### src/rtl/wm8731_key_vol_ctrl.sv
// rtl/wm8731_key_vol_ctrl.sv - key-driven headphone volume/mute writer for the WM8731
//
// Turns debounced key pulses into volume/mute state and issues one register
// 0x02 write at a time to the codec configuration engine (req/ack).
// Presses arriving while a write is outstanding are merged into a single
// follow-up write that carries the latest state.
//
// Ports:
//   clk_in       system clock
//   rst_n        synchronous active-low reset
//   key_pulse    [0] volume up, [1] volume down, [2] mute toggle (1-cycle pulses)
//   cfg_req      write request, held until cfg_ack
//   cfg_word     {reg_addr[6:0], reg_data[8:0]}, stable while cfg_req=1
//   cfg_ack      write-complete pulse, honoured only while cfg_req=1
//   vol_level    current volume code
//   muted        current mute state
//   busy         high while a write is outstanding
//   err_timeout  one-cycle pulse on ack timeout
//
// Optional feature: define WM8731_KEY_VOL_CTRL_TIMEOUT_EN to abandon a write
// after ACK_TIMEOUT request cycles without an ack and retry it.
module wm8731_key_vol_ctrl #(
  parameter logic [6:0]  VOL_INIT    = 7'h79,
  parameter logic [6:0]  VOL_MIN     = 7'h30,
  parameter logic [6:0]  VOL_MAX     = 7'h7F,
  parameter logic [6:0]  VOL_STEP    = 7'd4,
  parameter logic [19:0] ACK_TIMEOUT = 20'd1_000_000
) (
  input  logic        clk_in,
  input  logic        rst_n,
  input  logic [2:0]  key_pulse,
  output logic        cfg_req,
  output logic [15:0] cfg_word,
  input  logic        cfg_ack,
  output logic [6:0]  vol_level,
  output logic        muted,
  output logic        busy,
  output logic        err_timeout
);

  typedef enum logic {S_IDLE = 1'b0, S_REQ = 1'b1} state_t;

  state_t     state_q, state_d;
  logic       dirty_q, dirty_d;
  logic       ev_mute, ev_up, ev_down, ev_any;
  logic [7:0] vol_sum, vol_dif;
  logic [6:0] vol_d;
  logic       muted_d;
  logic [6:0] eff_vol;
  logic       load_word;
  logic       ack_expired;
  logic       timeout_hit;

  // Mute has priority; up+down together cancel out and are not an event.
  always_comb begin
    ev_mute = key_pulse[2];
    ev_up   = !key_pulse[2] && key_pulse[0] && !key_pulse[1];
    ev_down = !key_pulse[2] && key_pulse[1] && !key_pulse[0];
    ev_any  = ev_mute || ev_up || ev_down;

    // 8-bit arithmetic so overflow past 0x7F and underflow below 0 are visible
    vol_sum = {1'b0, vol_level} + {1'b0, VOL_STEP};
    vol_dif = {1'b0, vol_level} - {1'b0, VOL_STEP};

    vol_d   = vol_level;
    muted_d = muted;
    if (ev_mute) begin
      muted_d = !muted;
    end else if (ev_up) begin
      vol_d = (vol_sum > {1'b0, VOL_MAX}) ? VOL_MAX : vol_sum[6:0];
    end else if (ev_down) begin
      vol_d = (vol_dif[7] || (vol_dif < {1'b0, VOL_MIN})) ? VOL_MIN : vol_dif[6:0];
    end
  end

  assign eff_vol = muted ? 7'h00 : vol_level;

  always_comb begin
    state_d     = state_q;
    load_word   = 1'b0;
    timeout_hit = 1'b0;
    case (state_q)
      S_IDLE: begin
        if (dirty_q) begin
          load_word = 1'b1;
          state_d   = S_REQ;
        end
      end
      S_REQ: begin
        // an ack on the timeout edge wins, so no error in that case
        if (cfg_ack) begin
          state_d = S_IDLE;
        end else if (ack_expired) begin
          timeout_hit = 1'b1;
          state_d     = S_IDLE;
        end
      end
      default: state_d = S_IDLE;
    endcase
    // a key event on the snapshot edge keeps dirty set for another write
    dirty_d = ev_any || timeout_hit || (dirty_q && !load_word);
  end

  always_ff @(posedge clk_in) begin
    if (!rst_n) begin
      state_q   <= S_IDLE;
      dirty_q   <= 1'b1;
      vol_level <= VOL_INIT;
      muted     <= 1'b0;
      cfg_word  <= 16'h0000;
    end else begin
      state_q   <= state_d;
      dirty_q   <= dirty_d;
      vol_level <= vol_d;
      muted     <= muted_d;
      // register 0x02, LRHPBOTH=1, LZCEN=0
      if (load_word) cfg_word <= {7'h02, 1'b1, 1'b0, eff_vol};
    end
  end

  assign cfg_req = (state_q == S_REQ);
  assign busy    = (state_q == S_REQ);

`ifdef WM8731_KEY_VOL_CTRL_TIMEOUT_EN
  logic [19:0] ack_cnt;

  // held at zero outside REQ, so it reads zero on the first REQ cycle
  always_ff @(posedge clk_in) begin
    if (!rst_n) begin
      ack_cnt     <= 20'd0;
      err_timeout <= 1'b0;
    end else begin
      err_timeout <= timeout_hit;
      if (state_q != S_REQ) ack_cnt <= 20'd0;
      else                  ack_cnt <= ack_cnt + 20'd1;
    end
  end

  assign ack_expired = (ack_cnt == ACK_TIMEOUT - 20'd1);
`else
  logic unused_ack_timeout;

  assign unused_ack_timeout = ^ACK_TIMEOUT;
  assign ack_expired        = 1'b0;
  assign err_timeout        = 1'b0;
`endif

endmodule

### config.mk
export PLATFORM = sky130hd
export DESIGN_NAME = wm8731_key_vol_ctrl
export DESIGN_NICKNAME = d
export VERILOG_FILES = /design/src/rtl/wm8731_key_vol_ctrl.sv
export SDC_FILE = /design/constraint.sdc
export NUM_CORES = 1
export LEC_CHECK = 0
export BUFFER_PORTS_ARGS = -buffer_cell sky130_fd_sc_hd__buf_2
export CAP_MARGIN = 5
export CORE_ASPECT_RATIO = 0.7
export CORE_MARGIN = 1.5
export CORE_UTILIZATION = 54
export DETAILED_ROUTE_END_ITERATION = 10
export PLACE_DENSITY = 0.83
export SETUP_SLACK_MARGIN = 0.15
export SYNTH_ARGS = -nofsm -noshare
export SYNTH_HDL_FRONTEND = slang
export SYNTH_SLANG_ARGS = --single-unit
### constraint.sdc
create_clock -name clk_in -period 4.65 [get_ports clk_in]
set_input_delay 0.6975 -clock clk_in [delete_from_list [all_inputs] [get_ports clk_in]]
set_output_delay 0.6975 -clock clk_in [all_outputs]
set_load 0.005 [all_outputs]
==> summary by stage, run 1 <==
Global route
The initial antenna violation count is 0. For this run, global-route usage on met3 was measured as 6.45%. The via count of the first global-routing pass was 781.

Global routing consumed, over all layers together, 22.3% of the routing resources. The global-route wire length before repair is 3.64 mm. The final global-route overflow total is 0. The pin count of the biggest net entering global routing is 15. In the global route stage, met2 resource usage came out at 36.6%. After global routing, the most crowded layer is met2. The global-route track usage on met1 is 28.4%.

Clock network
The CTS tree is yes. The tree is rooted in a sky130_fd_sc_hd__clkbuf_4. In this run, CTS created clock tree buffers numbering 3.

Counting along the longest clock path gives a buffer depth of 2. The number of gates resized after CTS is 0. CTS built an H-tree with a depth of 1. The later pin in the worst-skew pair is clocked with a latency of 0.30 ns. The clock transition at the registers of the reported paths is 0.11 ns. Hold repair after CTS inserted 0 buffers. Buffers added to address setup during post-CTS repair amount to 0. The tree built by TritonCTS fans out to 18 sinks.

Route
The starting DRC count in detailed routing is 42. Across all layers, the routed design uses 940 vias. The post-route DRC violation count is 0. The count of nets left with antenna violations once routing finished came out at 0. In the final routed layout, each cell accounts on average for 14.5 um.

The post-detailed-route via-to-cell ratio is 5.80. The detailed-routing iteration count for the pre-antenna-repair pass is 4. For this block, the routed nets add up to 2.35 mm of wire.

Timing
The final setup violation count is 0. Measured against its own limit, the worst slew margin works out to 65.8%. Setup repair after global routing left no endpoint under its margin. The final setup slack of the worst path is 2.76 ns. Derived from the worst setup path, the maximum achievable clock frequency is 530 MHz. The final worst clock skew is 0.00543 ns. The final count of pins violating max slew is 0.

The number of hold-slack violations in the final timing report is 0. The fraction of the cycle the final worst path needs is 40.6%. After routing, the total negative slack on setup checks comes to 0 ns. For the pin with the worst max-slew slack, the measured transition is 0.512 ns. The worst path needs 1.89 ns of the cycle, external delays included.

Synthesis
The flip-flop cell with the highest count after synthesis is sky130_fd_sc_hd__dfxtp_1. The sequential area share after synthesis is 33.4%. Of all flip-flops after synthesis, the portion carrying an async set or reset was 0%. The average instance area after synthesis is 8.71 um^2. The number of enable-type register cells in the synthesized netlist is 0. The library cell occupying the most area in the post-synthesis netlist is sky130_fd_sc_hd__dfxtp_1.

The post-synthesis instance total is 124. The synthesized flop and latch total is 18. By area the synthesized netlist is led by sky130_fd_sc_hd__dfxtp_1, sky130_fd_sc_hd__buf_4, sky130_fd_sc_hd__a21oi_1. In this run, distinct cell masters in the synthesized netlist total 47.

During synthesis, Yosys emitted a total of 0 warnings. After synthesis the cells add up to 1080 um^2. The share of the synthesized area in the top cell type is 33.4%.

Placed design
Routability-driven placement finished with a final weighted congestion of 0.892. The HPWL after detailed placement is 1.74 mm. OpenSTA, run right after detailed placement, puts the worst setup slack at 2.72 ns. The count of port buffers added during placement is 24.

Run status
The flow ran to the end, and the final reports show no timing, DRC or antenna violations.

Floorplan
The total number of placement rows is 13. The floorplan core area is 1870 um^2. The height of the die is 40.4 um. The I/O pin count is 33.

The x dimension of the die is 56.4 um. The die outline area is 2280 um^2. Once the floorplan was initialized, standard cells occupied 57.7% of the core.

Setup path
STA classifies the critical path startpoint as a flop. The critical-path maximum fanout is 11. The gate family responsible for the most delay along the worst path is compound AO/OA/AOI/OAI gates. The data arrival time of the critical path is 2.09 ns. For this design, the slowest cell found on the critical path is sky130_fd_sc_hd__dfxtp_1. The data required time at the worst endpoint is 4.85 ns.

The worst setup path is captured at a flop. The critical setup path kind is reg -> reg. Traced cell by cell, the critical path runs through inv_1 > ha_1 > o21a_1 > a211oi_2 > o21ai_1 > a211o_1. The largest single stage delay on the critical path is 0.53 ns.

The total buffers and inverters traversed by the critical path is 1.

Power
In this run the power density over the cells is 301 nW/um^2. The analysis attributes to cell leakage a power of 0.519 nW. Overall power consumption after layout is estimated at 0.348 mW. The worst vdd rail ir drop is 0.224 mV.

Finish
Cells with a size suffix above 1 make up 25.7% of the layout. The relative area change from synthesis to final layout is 6.84%. 0 antenna diodes ended up in the layout.

The net count of the finished layout is 149.

Run
Across the run, the number of max-cap violations was 0.

Min path
The worst min-delay path category is reg -> reg.
synthesized netlist by cell type (all sizes together) (3+ instances only):
library cell and n:
nand2 11, dfxtp 18, a21oi 11, nand3b 5
nand2b 3, xnor2 3, clkbuf 3, buf 16
or3 5, inv 7, nor2 5
flip-flops by register name, indices dropped and copies added (netlist names):
| signal | count |
|---|---|
| muted | 1 |
| vol_level | 7 |
| busy | 1 |
| dirty_q | 1 |
| cfg_word | 8 |
final cells by class:
| cell class | instances | area (um^2) |
|---|---|---|
| fillers | 167 | 717 |
| multi-input cells | 87 | 583 |
| flip-flops and latches | 18 | 360 |
| repair buffers | 24 | 120 |
| clock buffers | 4 | 36.3 |
| well taps | 22 | 27.5 |
| inverters | 7 | 26.3 |
metrics by stage:
step | hold WS [ns] | std cells | util [%] | instance area [um^2]
floorplan | 0.448 | 131 | - | 1110
global placement | 0.440 | 158 | 59.7 | 1120
detailed placement | 0.444 | 158 | 59.7 | 1120
CTS | 0.460 | 162 | 61.7 | 1150
global route | 0.491 | 162 | 61.7 | 1150
finish | 0.457 | 162 | 61.7 | 1150
final timing paths:
path / startpoint / to / slack (ns) / cells after the start
max: vol_level[2] / vol_level[0] / 2.76 / 6
min: cfg_word[6] / cfg_word[6] / 0.46 / 2
max reg2reg: vol_level[2] / vol_level[0] / 2.76 / 6
min reg2reg: cfg_word[6] / cfg_word[6] / 0.46 / 2
tightest hold or removal path, stage by stage (launching register included):
cell and delay, ns:
sky130_fd_sc_hd__dfxtp_1 0.32, sky130_fd_sc_hd__nand2_1 0.05, sky130_fd_sc_hd__a21oi_1 0.05
report_power, final:
part | switching [mW] | leakage (nW) | internal (mW)
sequential | 0.0140 | 0.148 | 0.166
combinational | 0.0372 | 0.349 | 0.0324
clock | 0.0501 | 0.0210 | 0.0477
total | 0.101 | 0.519 | 0.246
metal layers:
metal | wire length (um) | vias up
met1 | 1000 | 434
met3 | 239 | 2
met4 | 11 | 0
met2 | 1100 | 55
li1 | - | 449
met5 | 0 | -
cell families after synthesis:
logic type | count (synthesis) | share of synthesized area [%]
simple gates | 48 | 29.4
buf+inv | 26 | 15.1
compound gates | 24 | 15.3
flops | 18 | 33.4
xor+xnor | 4 | 3.25
fa+ha+maj | 2 | 2.32
other cells | 1 | 0.347
mux | 1 | 0.927
layout by cell type, fill, tap and decap left out, drive strengths merged, types with 3 or more instances in the layout:
cell,n
conb,8
buf,24
nand2b,3
nor2,5
or3,5
inv,7
a21oi,11
dfxtp,18
nand2,11
nand3b,5
xnor2,3
clkbuf,4
Note: power is estimated with default switching activity, not from simulation.
==> run 2: changes to the inputs <==
Settings changed: CORE_UTILIZATION 54 to 45, PLACE_DENSITY 0.83 to 0.74.
Clock period 4.65 ns to 1.5 ns, I/O delays scaled along.
==> run 2 against run 1 <==
Wire length increased by 6.6%; design area increased by 13%; power increased to 3.3 times the previous value; clock skew about the same; largest cell class unchanged; critical path type unchanged; core utilization decreased by 2.4 points; combinational power increased to 4.0 times the previous value; global-route usage decreased by 1.3 points; worst setup slack got worse by 2.8 ns; worst hold slack got worse by 0.31 ns.
==> summary by stage, run 2 (same netlist as run 1, synthesis figures left out) <==
Timing
The final setup violation count is 0 (unchanged). The clock period minus final worst setup slack is 1.50 ns (-0.388 ns). The final worst clock skew is 0.00541 ns (-0.0000199 ns). The number of hold-slack violations in the final timing report is 0 (unchanged).

Setup repair after global routing could not meet its margin everywhere. The fraction of the cycle the final worst path needs was 100% (+59 points). The timing-limited maximum frequency is 667 MHz (+26%). The total negative setup slack is 0 ns (unchanged). The final count of pins violating max slew came to 0 (unchanged).

Power
The static leakage came to 0.569 nW (+9.7%). The cell-internal power was 0.796 mW (+220%). The total power is 1.13 mW (+230%). The switching power of the nets is 0.338 mW (+230%). The sequential power share is 48.3% (-3.5 points). The portion of total power attributed to the clock network was 27.1% (-1.1 points). The worst vdd rail ir drop was 0.618 mV (+180%). The relative contribution of combinational cells to total power is 24.7% (+4.7 points).

The switching part of the total came to 29.8% (+0.64 points). The power density over the cells is 866 nW/um^2 (+190%).

Setup path
The worst flop-to-flop path startpoint is vol_level[3]. The reg-to-reg setup timing slack is 0.0002 ns (-2.76 ns). The critical-path maximum fanout was 4 (-7).

In this run the critical register-to-register path is captured at vol_level[0]. The kind of end point of the critical path is a flop. The type of element launching the critical path is a flop. The worst setup path is of the reg -> reg kind. The worst reg2reg path depth is 6 (unchanged). The data arrival time of the critical path is 1.70 ns (-0.39 ns).

The data required time at the worst endpoint is 1.70 ns (-3.15 ns).

Route
The routed length per placed instance is 13.6 um (-6.1%). The post-detailed-route count of antenna-violating nets is 0 (unchanged). The starting DRC count in detailed routing is 32 (-24%). The routed length on met1 is 1.18 mm (+17%). The routed wire length on met3 came to 164 um (-31%). The met2 wire length is 1.16 mm (+6.2%). The post-detailed-route via-to-cell ratio was 5.33 (-8.1%). The total wire length after detailed routing is 2.51 mm (+6.6%). The top layer reached by signal wires is met3. The post-route DRC violation count came to 0 (unchanged). The detailed-routing iteration count for the pre-antenna-repair pass is 4 (unchanged). The number of vias after detailed routing is 981 (+4.4%).

Finish
The number of flip-flops in the largest register was 8 (unchanged). The relative area change from synthesis to final layout is 21.2%. The most common library cell in the layout ignoring fill and taps is sky130_fd_sc_hd__buf_2.

Ranked by flip-flop count, first place goes to cfg_word. The number of diodes added for antenna fixing is 0 (unchanged). In the final layout, the registers with the most flip-flops are cfg_word: 8 flops, vol_level: 7 flops. The share of layout cells above drive strength 1 is 38.8% (+13 points). Leaving out fill and tap cells, the most frequent cells in the layout are sky130_fd_sc_hd__buf_2, sky130_fd_sc_hd__dfxtp_1, sky130_fd_sc_hd__buf_4. The net count reported at finish is 161 (+8.1%).

Clock network
The maximum clock insertion buffer count is 2 (unchanged). The clock tree root driver cell is sky130_fd_sc_hd__clkbuf_4. The CTS tree is yes.

The TritonCTS buffer count came to 3 (unchanged). The clock transition at the registers of the reported paths is 0.11 ns (about the same). The insertion delay to the later sink of the worst-skew pair is 0.30 ns (about the same). The number of sinks driven by the clock tree is 18 (unchanged). The maximum level of the CTS H-tree came to 1 (unchanged).

Min path
The hold path startpoint is rst_n. The instance count along the most critical hold path is 2 (unchanged). The worst min-delay path category is in -> reg. The worst hold path endpoint is vol_level[6].

Global route
The global-route wire length before repair is 4.07 mm (+12%). The pin count of the biggest net entering global routing is 12 (-3). The via count of the first global-routing pass came to 857 (+9.7%). The final global-route overflow total came to 0 (unchanged). The initial antenna violation count was 0 (unchanged). The total routing usage reported by global routing is 21.0% (-1.3 points).

Floorplan
The die outline area is 2710 um^2 (+19%). The total number of placement rows is 14 (+1). The starting density of the core came to 48.9% (-8.8 points). The I/O pin count came to 33 (unchanged).

The height of the die is 44.0 um (+8.8%). The x dimension of the die is 61.6 um (+9.0%). The floorplan core area is 2210 um^2 (+18%).

Run
The max-capacitance violation count is 0 (unchanged).

Placed design
The HPWL after detailed placement came to 1.93 mm (+11%). The count of port buffers added during placement is 24 (unchanged). The placer's final routability congestion estimate is 0.843 (-5.5%).

Run status
The flow ran to the end, and the final reports show no timing, DRC or antenna violations.
==> run 2: how the worst max path moves through the flow <==
stage | from | to | slack, ns | cells past startpoint
after detailed placement | vol_level[2] | vol_level[0] | -0.01 | 6
after CTS | vol_level[3] | vol_level[3] | 0.005 | 6
after floorplan | vol_level[2] | vol_level[3] | -0.04 | 7
after global placement | vol_level[3] | vol_level[3] | 0.05 | 6
final | vol_level[3] | vol_level[0] | 0.0002 | 6
after global routing | vol_level[2] | vol_level[3] | -0.07 | 6
==> run 2: through the flow <==
stage / setup WS, ns / cells / hold WS, ns / cell area, um^2 / util (%)
finish: 0.000196 / 184 / 0.146 / 1310 / 59.3
global route: -0.0693 / 184 / 0.125 / 1310 / 59.3
CTS: 0.00497 / 183 / 0.139 / 1290 / 58.4
detailed placement: -0.0102 / 178 / 0.443 / 1230 / 55.8
global placement: 0.0536 / 178 / 0.436 / 1230 / 55.8
floorplan: -0.0389 / 131 / 0.296 / 1150 / -
==> run 2: per-layer routing <==
layer,up-vias,track usage (%)
met2,37,32.6
met1,464,29.7
met3,0,5.37
met5,-,0
li1,480,-
met4,0,3.83
==> run 2: power by group through the flow <==
stage               clock, mW  combinational [mW]  sequential (mW)
global route            0.335               0.310            0.554
CTS                     0.309               0.270            0.549
detailed placement          0               0.263            0.562
floorplan                   0               0.200            0.558
finish                  0.307               0.280            0.547
global placement            0               0.254            0.559
==> run 2: cell type report <==
cell class | instances | area, um^2
flip-flops and latches | 18 | 375
fillers | 206 | 898
repair buffers | 36 | 210
inverters | 7 | 31.3
clock buffers | 4 | 36.3
multi-input cells | 87 | 616
well taps | 32 | 40.0
==> run 2: critical path: stages (launching register included) <==
cell and delay [ns]:
sky130_fd_sc_hd__dfxtp_4 0.37, sky130_fd_sc_hd__inv_4 0.06, sky130_fd_sc_hd__ha_4 0.13, sky130_fd_sc_hd__and3b_1 0.18
sky130_fd_sc_hd__a211oi_2 0.24, sky130_fd_sc_hd__o21ai_1 0.15, sky130_fd_sc_hd__a211o_1 0.27
==> run 2: timing repair <==
item / 4_1_cts / 5_1_grt
buffers inserted: 1 / 1
pin swaps: 3 / 1
hold buffers: 0 / 0
gates cloned: 0 / 0
resized for setup: 5 / 3
setup endpoints to repair: 6 / 7
==> run 3: changes to the inputs <==
Settings changed: CORE_UTILIZATION 45 to 54, PLACE_DENSITY 0.74 to 0.83.
Clock period 1.5 ns to 1.9 ns, I/O delays scaled along.
==> run 3 against run 2 <==
Register-to-register slack improved by 0.22 ns; sequential share of layout area increased by 2.0 points; sequential cell count unchanged; core utilization rose by 3.6 points; combinational power is 32% lower; design area is 10% lower.
==> summary by stage, run 3 (same netlist as run 1, synthesis figures left out) <==
Min path
The instance count along the most critical hold path is 2 (unchanged). The startpoint identified for the worst hold timing path is rst_n. The worst min-delay path category is in -> reg.

Run status
The flow ran to the end, and the final reports show no timing, DRC or antenna violations.

Setup path
The master of the slowest instance on the critical path is sky130_fd_sc_hd__dfxtp_1. The data required time at the worst endpoint is 2.09 ns (+0.39 ns). The worst setup path is of the reg -> reg kind. The reg-to-reg setup timing slack came to 0.22 ns (+0.22 ns). The gate family responsible for the most delay along the worst path is compound AO/OA/AOI/OAI gates. STA classifies the critical path startpoint as a flop.

The launch point of the critical path is vol_level[2]. The critical path goes through inv_1 > ha_1 > and3b_1 > a211oi_2 > o21ai_1 > a211o_1. The worst register-to-register path begins at vol_level[2]. The critical-path maximum fanout is 4 (unchanged). The delay of the slowest critical-path stage is 0.33 ns (-0.04 ns). The worst reg2reg path depth is 6 (unchanged). The data arrival time of the critical path is 1.88 ns (+0.18 ns). The worst setup path is captured at a flop. The logic depth of the worst path, buffers included came to 6 (unchanged). The total buffers and inverters traversed by the critical path was 1 (unchanged).

Route
The total wire length after detailed routing was 2.22 mm (-11%). The detailed-routing iteration count for the pre-antenna-repair pass was 4 (unchanged). The number of vias after detailed routing came to 906 (-7.6%).

The post-route DRC violation count is 0 (unchanged). The starting DRC count in detailed routing was 53 (+66%). The post-detailed-route via-to-cell ratio is 5.49 (+3.0%). The routed length per placed instance is 13.4 um (-1.3%). The post-detailed-route count of antenna-violating nets is 0 (unchanged).

Power
The switching power of the nets was 0.247 mW (-27%). The power density over the cells is 730 nW/um^2 (-16%). The cell-internal power is 0.612 mW (-23%). The switching part of the total is 28.8% (-1.0 points).

The portion of total power attributed to the clock network is 27.8% (+0.7 points). The static leakage is 0.533 nW (-6.3%). The relative contribution of combinational cells to total power is 22.0% (-2.7 points). The worst vdd rail ir drop is 0.586 mV (-5.2%). The sequential power share is 50.2% (+1.9 points).

Clock network
The insertion delay to the later sink of the worst-skew pair came to 0.30 ns (about the same). The number of gates resized after CTS is 0 (-5). TritonCTS built the clock tree. The number of sinks driven by the clock tree came to 18 (unchanged).

The clock tree root driver cell is sky130_fd_sc_hd__clkbuf_4. The setup fix buffers added after clock tree synthesis is 0 (-1). The maximum clock insertion buffer count is 2 (unchanged). The quantity of hold-fixing buffers added after cts is 0 (unchanged). The maximum level of the CTS H-tree is 1 (unchanged).

The TritonCTS buffer count is 3 (unchanged). The clock transition at the registers of the reported paths is 0.11 ns (about the same).

Floorplan
The die outline area was 2280 um^2 (-16%). The x dimension of the die is 56.4 um (-8.3%). The starting density of the core is 57.7% (+8.8 points). The total number of placement rows is 13 (-1).

The height of the die came to 40.4 um (-8.1%). The I/O pin count was 33 (unchanged). The floorplan core area was 1870 um^2 (-15%).

Finish
The net count reported at finish was 152 (-5.6%). The number of diodes added for antenna fixing is 0 (unchanged). The relative area change from synthesis to final layout is 8.92%. The library cell used most frequently in the layout, excluding fill and tap cells, is sky130_fd_sc_hd__buf_2. The share of layout cells above drive strength 1 is 27.3% (-12 points). The largest registers in the layout are cfg_word: 8 flops, vol_level: 7 flops. More flip-flops sit in one register than any other, and that register is cfg_word.

The library cells used most frequently in the layout, excluding fill and tap cells, are sky130_fd_sc_hd__buf_2, sky130_fd_sc_hd__dfxtp_1, sky130_fd_sc_hd__a21oi_1, sky130_fd_sc_hd__nand2_1, sky130_fd_sc_hd__conb_1. The number of flip-flops in the largest register is 8 (unchanged). The number of filler cells placed in the layout is 155 (-25%).

Placed design
The HPWL after detailed placement is 1.65 mm (-14%). The placer's final routability congestion estimate came to 0.884 (+4.9%). The post-place setup slack was 0.270 ns (+0.280 ns). The count of port buffers added during placement is 24 (unchanged).

Global route
The initial antenna violation count was 0 (unchanged). The final global-route overflow total is 0 (unchanged). The pin count of the biggest net entering global routing came to 15 (+3). The total routing usage reported by global routing is 20.8% (-0.19 points). The via count of the first global-routing pass is 737 (-14%). The global-route wire length before repair is 3.46 mm (-15%).

Timing
The number of hold-slack violations in the final timing report was 0 (unchanged). The final setup violation count is 0 (unchanged). Setup repair after global routing left no endpoint under its margin.

The total negative setup slack is 0 ns (unchanged). The final worst clock skew was 0.0101 ns (+0.00471 ns). The clock period minus final worst setup slack is 1.68 ns (+0.185 ns). The final count of pins violating max slew is 0 (unchanged). The timing-limited maximum frequency came to 594 MHz (-11%). The fraction of the cycle the final worst path needs is 88.7% (-11 points). The smallest hold slack was 0.220 ns (+0.0740 ns).

The final setup slack of the worst path is 0.216 ns (+0.215 ns).

Run
The max-capacitance violation count is 0 (unchanged).
[run 3: cell types whose count changed in the layout (fill, tap and decap cells not counted), moves of 2 or more]
cell	change
sky130_fd_sc_hd__buf_4	-9
sky130_fd_sc_hd__dfxtp_1	+4
sky130_fd_sc_hd__dfxtp_4	-4
sky130_fd_sc_hd__inv_1	+2
sky130_fd_sc_hd__inv_4	-2
[run 3: cell type report]
| class | instances | area (um^2) | share of cell area [%] |
|---|---|---|---|
| Sequential cell | 18 | 360 | 30.6 |
| Tap cell | 22 | 27.5 | 2.34 |
| Timing Repair Buffer | 27 | 143 | 12.1 |
| Inverter | 7 | 26.3 | 2.23 |
| Multi-Input combinational cell | 87 | 583 | 49.6 |
| Clock buffer | 4 | 36.3 | 3.09 |
[run 3: metrics by stage]
step	power [mW]	util, %	instances	cell area, um^2
5_1_grt	0.910	62.9	165	1180
3_5_place_dp	0.627	60.9	161	1140
2_1_floorplan	0.583	-	131	1110
4_1_cts	0.861	62.9	165	1180
6_report	0.859	62.9	165	1180
3_3_place_gp	0.620	60.9	161	1140
[run 3: power groups by stage]
| stage | Combinational (mW) | Clock, mW | Sequential (mW) |
|---|---|---|---|
| after detailed placement | 0.188 | 0 | 0.439 |
| after global routing | 0.211 | 0.263 | 0.436 |
| after floorplan | 0.145 | 0 | 0.438 |
| final | 0.189 | 0.239 | 0.431 |
| after global placement | 0.183 | 0 | 0.437 |
| after CTS | 0.189 | 0.242 | 0.431 |
[run 3: worst paths after layout]
path,to
setup / recovery,vol_level[0]
hold / removal,vol_level[6]
setup reg to reg,vol_level[0]
hold reg to reg,cfg_word[5]
[run 3: worst reg2reg max path, stage by stage (launching register included)]
cell,delay (ns)
sky130_fd_sc_hd__dfxtp_1,0.33
sky130_fd_sc_hd__inv_1,0.08
sky130_fd_sc_hd__ha_1,0.22
sky130_fd_sc_hd__and3b_1,0.20
sky130_fd_sc_hd__a211oi_2,0.28
sky130_fd_sc_hd__o21ai_1,0.16
sky130_fd_sc_hd__a211o_1,0.30
[run 3: metal layers]
| metal | vias to the layer above | GRT usage, % | share of wire [%] |
|---|---|---|---|
| met2 | 39 | 32.8 | 43 |
| met5 | - | 0 | 0 |
| met3 | 2 | 6.45 | 7.7 |
| met4 | 0 | 7.14 | 0.72 |
| met1 | 410 | 27.5 | 48 |
| li1 | 455 | - | - |
